[src/rtl/spu_pkg.sv]
// Shared definitions for the SPU loader/softmax/layernorm tops.
package spu_pkg;

  typedef enum logic [1:0] {
    IDLE  = 2'd0,
    RUN   = 2'd1,
    FLUSH = 2'd2,
    DONE  = 2'd3
  } spu_state_e;

  localparam int LANES = 4;
  localparam logic signed [7:0] INT8_MAX = 8'sd127;
  localparam logic signed [7:0] INT8_MIN = -8'sd128;

endpackage

[src/rtl/spu_sm_ld_if.sv]
// Accumulator stream input and gbuf write port of the softmax loader.
interface spu_sm_ld_if #(
  parameter int ADDR_WIDTH = 12,
  parameter int DATA_WIDTH = 32,
  parameter int ACC_WIDTH  = 16
);
  logic                                 in_valid;
  logic                                 in_ready;
  logic [spu_pkg::LANES*ACC_WIDTH-1:0]  in_data;
  logic                                 ld_gbuf_wen;
  logic [ADDR_WIDTH-1:0]                ld_gbuf_waddr;
  logic [DATA_WIDTH-1:0]                ld_gbuf_wdata;

  modport slave (
    input  in_valid, in_data,
    output in_ready, ld_gbuf_wen, ld_gbuf_waddr, ld_gbuf_wdata
  );

  modport master (
    output in_valid, in_data,
    input  in_ready, ld_gbuf_wen, ld_gbuf_waddr, ld_gbuf_wdata
  );
endinterface

[src/rtl/spu_requant_lane.sv]
// One accumulator lane: round-half-up, arithmetic right shift, saturate to int8.
module spu_requant_lane
  import spu_pkg::*;
#(
  parameter int ACC_WIDTH = 16
) (
  input  logic signed [ACC_WIDTH-1:0] acc_i,
  input  logic        [3:0]           shift_i,
  output logic signed [7:0]           q_o
);

  localparam logic signed [ACC_WIDTH:0] SAT_HI = (ACC_WIDTH+1)'(INT8_MAX);
  localparam logic signed [ACC_WIDTH:0] SAT_LO = (ACC_WIDTH+1)'(INT8_MIN);
  localparam logic        [ACC_WIDTH:0] ONE_W  = (ACC_WIDTH+1)'(1);

  logic signed [ACC_WIDTH:0] ext_s;
  logic signed [ACC_WIDTH:0] rnd_s;
  logic signed [ACC_WIDTH:0] sum_s;
  logic signed [ACC_WIDTH:0] shr_s;

  // One extra bit keeps the rounding add from overflowing.
  always_comb begin
    ext_s = {acc_i[ACC_WIDTH-1], acc_i};
    if (shift_i != 4'd0) begin
      rnd_s = ONE_W << (shift_i - 4'd1);
    end else begin
      rnd_s = '0;
    end
    sum_s = ext_s + rnd_s;
    shr_s = sum_s >>> shift_i;
    if (shr_s > SAT_HI) begin
      q_o = INT8_MAX;
    end else if (shr_s < SAT_LO) begin
      q_o = INT8_MIN;
    end else begin
      q_o = shr_s[7:0];
    end
  end

endmodule

[src/rtl/spu_sm_ld.sv]
// Softmax loader: requantises the QK^T accumulator stream to int8 and writes it row by row into gbuf.
module spu_sm_ld
  import spu_pkg::*;
#(
  parameter int ADDR_WIDTH = 12,
  parameter int DATA_WIDTH = 32,
  parameter int ACC_WIDTH  = 16
) (
  input  logic                  core_clk,
  input  logic                  rst,
  input  logic                  ld_start,
  output logic                  ld_end,
  input  logic [ADDR_WIDTH-1:0] spu_matrix_y,
  input  logic [ADDR_WIDTH-1:0] spu_matrix_x,
  input  logic [ADDR_WIDTH-1:0] om_base_addr,
  input  logic [ADDR_WIDTH-1:0] ofm_addr_align,
  input  logic [3:0]            ld_shift,
  spu_sm_ld_if.slave            bus
);

  localparam logic [ADDR_WIDTH-1:0] ONE_A  = ADDR_WIDTH'(1);
  localparam logic [ADDR_WIDTH-1:0] ZERO_A = ADDR_WIDTH'(0);

  spu_state_e            state_q, state_d;
  logic [ADDR_WIDTH-1:0] y_q, y_d, wpr_q, wpr_d, align_q, align_d;
  logic [ADDR_WIDTH-1:0] row_q, row_d, col_q, col_d, row_base_q, row_base_d;
  logic [3:0]            shift_q, shift_d;
  logic                  wen_q, wen_d;
  logic [ADDR_WIDTH-1:0] waddr_q, waddr_d;
  logic [DATA_WIDTH-1:0] wdata_q, wdata_d;

  logic [LANES-1:0][7:0] lane_s;
  logic                  accept_s;
  logic                  row_end_s;
  logic                  last_s;

  for (genvar i = 0; i < LANES; i++) begin : g_lane
    spu_requant_lane #(.ACC_WIDTH(ACC_WIDTH)) u_lane (
      .acc_i   (bus.in_data[i*ACC_WIDTH +: ACC_WIDTH]),
      .shift_i (shift_q),
      .q_o     (lane_s[i])
    );
  end

  assign bus.in_ready      = (state_q == RUN);
  assign ld_end            = (state_q == DONE);
  assign bus.ld_gbuf_wen   = wen_q;
  assign bus.ld_gbuf_waddr = waddr_q;
  assign bus.ld_gbuf_wdata = wdata_q;

  // Next state, config capture, row/column walk and the write stage.
  always_comb begin
    state_d    = state_q;
    y_d        = y_q;
    wpr_d      = wpr_q;
    align_d    = align_q;
    shift_d    = shift_q;
    row_d      = row_q;
    col_d      = col_q;
    row_base_d = row_base_q;
    wen_d      = 1'b0;
    waddr_d    = waddr_q;
    wdata_d    = wdata_q;
    accept_s   = (state_q == RUN) && bus.in_valid;
    row_end_s  = (col_q == wpr_q - ONE_A);
    last_s     = row_end_s && (row_q == y_q - ONE_A);

    case (state_q)
      IDLE: begin
        if (ld_start) begin
          y_d        = spu_matrix_y;
          wpr_d      = spu_matrix_x >> 2;
          align_d    = ofm_addr_align;
          shift_d    = ld_shift;
          row_d      = ZERO_A;
          col_d      = ZERO_A;
          row_base_d = om_base_addr;
          if ((spu_matrix_y == ZERO_A) || ((spu_matrix_x >> 2) == ZERO_A)) begin
            state_d = DONE;
          end else begin
            state_d = RUN;
          end
        end else begin
          state_d = IDLE;
        end
      end
      RUN: begin
        if (accept_s) begin
          wen_d   = 1'b1;
          waddr_d = row_base_q + col_q;
          wdata_d = DATA_WIDTH'(lane_s);
          if (row_end_s) begin
            col_d      = ZERO_A;
            row_d      = row_q + ONE_A;
            row_base_d = row_base_q + align_q;
          end else begin
            col_d = col_q + ONE_A;
          end
          if (last_s) begin
            state_d = FLUSH;
          end else begin
            state_d = RUN;
          end
        end else begin
          state_d = RUN;
        end
      end
      FLUSH:   state_d = DONE;
      DONE:    state_d = IDLE;
      default: state_d = IDLE;
    endcase
  end

  // State and datapath registers; reset abandons any load in flight.
  always_ff @(posedge core_clk or posedge rst) begin
    if (rst) begin
      state_q    <= IDLE;
      y_q        <= '0;
      wpr_q      <= '0;
      align_q    <= '0;
      shift_q    <= 4'd0;
      row_q      <= '0;
      col_q      <= '0;
      row_base_q <= '0;
      wen_q      <= 1'b0;
      waddr_q    <= '0;
      wdata_q    <= '0;
    end else begin
      state_q    <= state_d;
      y_q        <= y_d;
      wpr_q      <= wpr_d;
      align_q    <= align_d;
      shift_q    <= shift_d;
      row_q      <= row_d;
      col_q      <= col_d;
      row_base_q <= row_base_d;
      wen_q      <= wen_d;
      waddr_q    <= waddr_d;
      wdata_q    <= wdata_d;
    end
  end

endmodule

[src/flat_wrapper.sv]
// flat-port wrapper written by rule: the top's interface ports become plain ports
module spu_sm_ld_flat import spu_pkg::*;
#(
  parameter int ADDR_WIDTH = 12,
  parameter int DATA_WIDTH = 32,
  parameter int ACC_WIDTH  = 16
)
  (core_clk, rst, ld_start, ld_end, spu_matrix_y, spu_matrix_x, om_base_addr, ofm_addr_align, ld_shift, bus_in_valid, bus_in_data, bus_in_ready, bus_ld_gbuf_wen, bus_ld_gbuf_waddr, bus_ld_gbuf_wdata);
  spu_sm_ld_if #(.ADDR_WIDTH(ADDR_WIDTH), .DATA_WIDTH(DATA_WIDTH), .ACC_WIDTH(ACC_WIDTH)) bus_i ();
  input  logic core_clk;
  input  logic rst;
  input  logic ld_start;
  output logic ld_end;
  input  logic [ADDR_WIDTH-1:0] spu_matrix_y;
  input  logic [ADDR_WIDTH-1:0] spu_matrix_x;
  input  logic [ADDR_WIDTH-1:0] om_base_addr;
  input  logic [ADDR_WIDTH-1:0] ofm_addr_align;
  input  logic [3:0] ld_shift;
  input wire logic [$bits(bus_i.in_valid)-1:0] bus_in_valid;
  input wire logic [$bits(bus_i.in_data)-1:0] bus_in_data;
  output wire logic [$bits(bus_i.in_ready)-1:0] bus_in_ready;
  output wire logic [$bits(bus_i.ld_gbuf_wen)-1:0] bus_ld_gbuf_wen;
  output wire logic [$bits(bus_i.ld_gbuf_waddr)-1:0] bus_ld_gbuf_waddr;
  output wire logic [$bits(bus_i.ld_gbuf_wdata)-1:0] bus_ld_gbuf_wdata;
  assign bus_i.in_valid = bus_in_valid;
  assign bus_i.in_data = bus_in_data;
  assign bus_in_ready = bus_i.in_ready;
  assign bus_ld_gbuf_wen = bus_i.ld_gbuf_wen;
  assign bus_ld_gbuf_waddr = bus_i.ld_gbuf_waddr;
  assign bus_ld_gbuf_wdata = bus_i.ld_gbuf_wdata;
  spu_sm_ld #(.ADDR_WIDTH(ADDR_WIDTH), .DATA_WIDTH(DATA_WIDTH), .ACC_WIDTH(ACC_WIDTH)) u_core (.core_clk(core_clk), .rst(rst), .ld_start(ld_start), .ld_end(ld_end), .spu_matrix_y(spu_matrix_y), .spu_matrix_x(spu_matrix_x), .om_base_addr(om_base_addr), .ofm_addr_align(ofm_addr_align), .ld_shift(ld_shift), .bus(bus_i));
endmodule
[config.mk]
export PLATFORM = sky130hd
export DESIGN_NAME = spu_sm_ld_flat
export DESIGN_NICKNAME = d
export VERILOG_FILES = /design/src/rtl/spu_pkg.sv /design/src/rtl/spu_sm_ld_if.sv /design/src/rtl/spu_requant_lane.sv /design/src/rtl/spu_sm_ld.sv /design/src/flat_wrapper.sv
export SDC_FILE = /design/constraint.sdc
export NUM_CORES = 1
export LEC_CHECK = 0
export ABC_AREA = 1
export CAP_MARGIN = 20
export CELL_PAD_IN_SITES_DETAIL_PLACEMENT = 1
export CELL_PAD_IN_SITES_GLOBAL_PLACEMENT = 1
export CORE_UTILIZATION = 44
export CTS_BUF_LIST = sky130_fd_sc_hd__clkbuf_2
export CTS_CLUSTER_DIAMETER = 120
export DETAILED_ROUTE_END_ITERATION = 8
export GPL_TIMING_DRIVEN = 0
export PLACE_DENSITY_LB_ADDON = 0.12
export SYNTH_ARGS = -nofsm -noshare
export SYNTH_HDL_FRONTEND = slang
export SYNTH_HIERARCHICAL = 1
export SYNTH_SLANG_ARGS = --single-unit
[constraint.sdc]
create_clock -name core_clk -period 12.3 [get_ports core_clk]
set_input_delay 3.075 -clock core_clk [delete_from_list [all_inputs] [get_ports core_clk]]
set_output_delay 3.075 -clock core_clk [all_outputs]
set_load 0.05 [all_outputs]
# --- Word-level counts from Yosys, hierarchy flattened ---
# Cells that the tools add are included.
classes:
  addsub: 11
  magnitude_cmp: 8
  eq_ne: 8
  n_shift: 5
  n_mux: 27
  reduce_logical: 12
op_table:
  columns: ["operator", "n"]
  rows:
  - ["two-way mux 12 bit", 8]
  - ["case mux 12 bit (2 select lines)", 3]
  - ["adder 16 x 17 -> 17 bit", 4]
  - ["greater-than comparator 17 x 8 -> 1 bit, second input constant", 4]
  - ["< comparator 17 x 8 -> 1 bit, second input constant", 4]
  - [">>> shifter 17 x 4 -> 17 bit", 4]
  - ["two-way mux 8 bit", 8]
  - ["adder 12 x 1 -> 12 bit, second input constant", 2]
  - ["adder 12 bit", 2]
  - ["equality test 12 bit", 2]
  - ["zero test 12 bit", 2]
  - ["two-way mux 17 bit", 1]
  - ["left shift 1 x 4 -> 17 bit, first input constant", 1]
  - ["subtractor 12 x 1 -> 12 bit, second input constant", 1]
  - ["subtractor 10 x 1 -> 11 bit, second input constant", 1]
  - ["two-way mux 2 bit", 4]
  - ["case mux 2 bit (4 select lines)", 1]
  - ["equality test 2 bit, second input constant", 2]
  - ["inequality test 2 x 1 -> 1 bit, second input constant", 2]
  - ["AND reduction 2 bit", 2]
  - ["AND reduction 4 bit", 1]
  - ["nonzero test 4 bit", 1]
  - ["subtractor 4 x 1 -> 4 bit, second input constant", 1]
  - ["AND reduction 3 bit", 1]
  - ["other kinds (7)", 9]
totals:
  regBits: 121
  inputBits: 120

# --- Depth between registers and ports, before layout ---
depth:
  word_depth: 8
  depth_mapped: 31
  depth_no_buf: 29

# --- Hierarchy ---
# The synthesis kept the hierarchy.
by_module_without_submodules:
  columns: ["mod", "instances", "cells_per_inst", "area_each_um2", "seq_area_each_um2"]
  rows:
  - ["spu_sm_ld", 1, 969, 7059.3, 3027.9]
  - ["spu_requant_lane at u_core.g_lane[0].u_lane ...", 3, 423, 2021.9, 0.0]
  - ["spu_requant_lane at u_core.g_lane[1].u_lane", 1, 424, 2089.5, 0.0]

# --- Worst setup path after synthesis ---
# Ideal clock, no wire load.
synth_path:
  path_type: "in2reg"
  start: "in bus_in_data[16]"
  end: "reg u_core.wdata_q[8], in the netlist u_core/bus.ld_gbuf_wdata[8]"
  setup_ns: 0.118
  t_arrival_ns: 5.220
  path_slack_ns: 6.962
  path_stages: 18
  path_cell_list: "ha_1 -> fa_1 -> nand3_1 -> nand3_1 -> nand2_1 -> nand2_1 -> xor2_1 -> or2_1 -> nand3_1 -> nand2_1 -> nand2_1 -> nand2_1 -> o21ai_1 -> nand3_2 -> o21ai_4 -> nand2_1 -> nand2_1 -> nand2_1"
synth_lines:
  columns: ["element", "line", "rtl"]
  rows:
  - ["start, declared", "flat_wrapper.sv:20", "input wire logic [$bits(bus_i.in_data)-1:0] bus_in_data;"]
  - ["end signal, assigned", "spu_sm_ld.sv:139", "wdata_q <= wdata_d;"]
  - ["end, declared", "spu_sm_ld.sv:30", "logic [DATA_WIDTH-1:0] wdata_q, wdata_d;"]

# --- Worst setup path in the final report ---
layout_path:
  start: "reg u_core.state_q[1]"
  end: "out bus_in_ready"
layout_between:
  elab_chain_len: 1
layout_rtl:
  columns: ["element", "line", "rtl"]
  rows:
  - ["start, declared", "spu_sm_ld.sv:24", "spu_state_e state_q, state_d;"]
  - ["start signal, assigned", "spu_sm_ld.sv:129", "state_q <= state_d;"]
  - ["equality test 2 x 1 -> 1 bit", "spu_sm_ld.sv:45", "assign bus.in_ready = (state_q == RUN);"]
  - ["end, declared", "flat_wrapper.sv:21", "output wire logic [$bits(bus_i.in_ready)-1:0] bus_in_ready;"]
# No other way between the ends.

==> flow_summary.toml <==
[finish]
finalNonFillerCells = 3308
finalNetCount = 3062
drive_above_1_share_pct = 5.63
postLayoutCoreUtil_pct = 52.5
syn_to_final_growth_pct = 16.5
fill_cells = 4907
fin_area_sq_mm = 0.0177

[floorplanning]
die_x_microns = 188
die_height_microns = 188
die-area_sq_mm = 0.0353
core_region_area_sq_mm = 0.0338
start_util_pct = 45.0
ios = 167
num_rows = 67

[sta]
min_period_ps = 5930
max_freq_mhz = 169
hold_violations = 0
setup-violations-final = 0
skew_ps = 60.4
grt_setup_unrepaired = "false"
slew_violations = 0
tns_ps = 0
post-route-period-util_pct = 48.2
tightest_slew_ps = 667
relSlewSlack_pct = 55.5

[detailed_routing]
ant_nets = 0
vias = 17822
wl_per_cell_microns = 16.2
drt_iter0_markers = 897
wirelength_microns = 53400
dr.pass1.iters = 5
vias_per_cell = 5.39
drc = 0

[setup_path]
cp_max_fo = 10
crit_chain = "nor2_1, clkbuf_1, clkdlybuf4s50_1"
crit_required_ps = 9220
cp_num_buf_inv = 2
critPathLaunchType = "flop"
arrival_ps = 2860
crit_path_end_kind = "output port"
critPathTopFamily = "buffers and inverters"
criticalPathCategory = "flop to output port"
slowest_delay_ps = 910
slowest_stage = "clkdlybuf4s50_1"

[cts]
htree_levels = 4
clock_sinks = 121
cts_tree = "done"
cts_buffers = 17
clk_pin_slew_ps = 260
cts_hold_buf = 0
cts_buffer_depth = 2
clock-root-buffer = "clkbuf_2"
cts_setup_buffers = 0
ctsResizeCount = 0
clock_latency_ps = 780

[run_status]
status = "finished, final reports clean"

[synth]
synth_nets = 2878
ys_types = 46
syn_area_sq_mm = 0.0152
synth_edf_count = 0
synth_seq_cells = 121
yosys_warnings = 6
yosys_most_used_dff = "dfrtp_1"
yosysTopAreaCell = "nand2_1"
synth_seq_area_share_pct = 19.9
syn_inst = 2662
synth_area_per_cell_sq_um = 5.72
yosysTopAreaCellShare_pct = 24.8
synth.top_cells.by_count = "1,007 x nand2_1, 369 x nand3_1, 336 x inv_1, 226 x nor2_1, 121 x dfrtp_1"
synthArstFlopShare_pct = 100
synth_area_leaders = "nand2_1 25%, dfrtp_1 20%, nand3_1 12%"
synth_most_common_cell = "nand2_1"

[min_path]
hold_path_class = "flop to flop"

[global_route]
grt_max_degree = 85
grt-ovfl-total = 0
grt_pass1_vias = 18702
grt_pass1_wl_microns = 89300
grt_antenna_before_repair = 3
grt_usage_pct = 30.6

[placed_design]
gp_congestion = 0.932
portBuffers = 164
dpl.hpwl_microns = 44200
dp.cells = 3275
placed_area_sq_mm = 0.0174

[run]
max-cap-violations = 0

[power]
peakVddDrop_mv = 0.117
p_per_area_mw_per_mm2 = 191
leakage_uw = 0.00962
[layout make-up]
| type | count | area (sq um) | area share [%] |
|---|---|---|---|
| Tap cell | 448 | 561 | 3.16 |
| Timing Repair Buffer | 165 | 1670 | 9.41 |
| Clock inverter | 15 | 191 | 1.08 |
| Inverter | 359 | 1350 | 7.63 |
| Antenna cell | 1 | 2.50 | 0.0141 |
| Clock buffer | 17 | 85.1 | 0.480 |
| Buffer | 69 | 322 | 1.81 |
| Multi-Input combinational cell | 2113 | 10500 | 59.3 |
| Sequential cell | 121 | 3030 | 17.1 |
[cells in the final DEF, fill, tap and decap left out, types with 18 or more instances in the layout]
| cell type | n |
|---|---|
| nand2_1 | 1007 |
| nand3_1 | 369 |
| inv_1 | 335 |
| nor2_1 | 226 |
| clkdlybuf4s50_1 | 164 |
| dfrtp_1 | 121 |
| ha_1 | 90 |
| o21ai_0 | 79 |
| a21oi_1 | 57 |
| xor2_1 | 39 |
| nand2_2 | 36 |
| clkbuf_1 | 34 |
| xnor2_1 | 29 |
| nand4_1 | 27 |
| buf_2 | 26 |
| and2_1 | 18 |
| o221ai_1 | 18 |
[metal layers]
metal	GRT usage [%]	part of all wire, %	up-vias	wire length [microns]
met2	55.4	49	307	26400
met5	0	0.062	-	33
li1	-	-	8827	-
met3	3.26	2.7	108	1450
met4	11.0	3.1	4	1660
met1	37.2	45	8576	23900
[worst paths after layout]
path | startpoint | to | slack [ps] | cells past startpoint
setup / recovery | u_core/state_q[1] | bus_in_ready | 6370 | 3
hold / removal | u_core/bus.ld_gbuf_wdata[20] | u_core/bus.ld_gbuf_wdata[20] | 510 | 2
setup reg to reg | u_core/shift_q[1] | u_core/bus.ld_gbuf_wdata[13] | 7810 | 23
hold reg to reg | u_core/bus.ld_gbuf_wdata[20] | u_core/bus.ld_gbuf_wdata[20] | 510 | 2
max in group asynchronous | rst | u_core/col_q[1] | 8850 | 3
min in group asynchronous | rst | u_core/y_q[1] | 2640 | 2
[power by group]
group	switching, uW	total (uW)	internal (uW)
clock network	184	302	118
registers	151	673	523
logic	1600	2420	814
total	1940	3390	1450
[stage by stage]
| step | power, uW | worst slack (ps) | hold slack [ps] |
|---|---|---|---|
| 2_1_floorplan | 2370 | 6010 | 455 |
| 3_3_place_gp | 2960 | 4190 | 464 |
| 3_5_place_dp | 3060 | 5970 | 470 |
| 4_1_cts | 3390 | 6290 | 514 |
| 5_1_grt | 3710 | 6180 | 539 |
| 6_report | 3390 | 6370 | 513 |
[state kept, by name, summed over array words and instances (netlist names)]
register                  cells
u_core/shift_q                4
u_core/y_q                   12
u_core/align_q               12
u_core/bus.ld_gbuf_waddr     12
u_core/wpr_q                 10
u_core/bus.ld_gbuf_wdata     32
u_core/col_q                 12
u_core/row_base_q            12
u_core/state_q                2
u_core/bus.ld_gbuf_wen        1
u_core/row_q                 12
[logic make-up after synthesis]
| logic type | count (synthesis) | synth area share, % |
|---|---|---|
| AOI/OAI and AO/OA | 199 | 7.64 |
| other | 4 | 0.0987 |
| adders and majority gates | 96 | 8.19 |
| muxes | 7 | 0.461 |
| and+or+nand+nor | 1739 | 48.8 |
| buffers and inverters | 428 | 11.0 |
| DFF | 121 | 19.9 |
| xor gates and xnor gates | 68 | 3.91 |
[tightest hold or removal path, stage by stage (launching register included)]
cell	delay, ps
dfrtp_1	390
nand2_1	60
nand2_1	50
(Power assumes the default switching activity.)
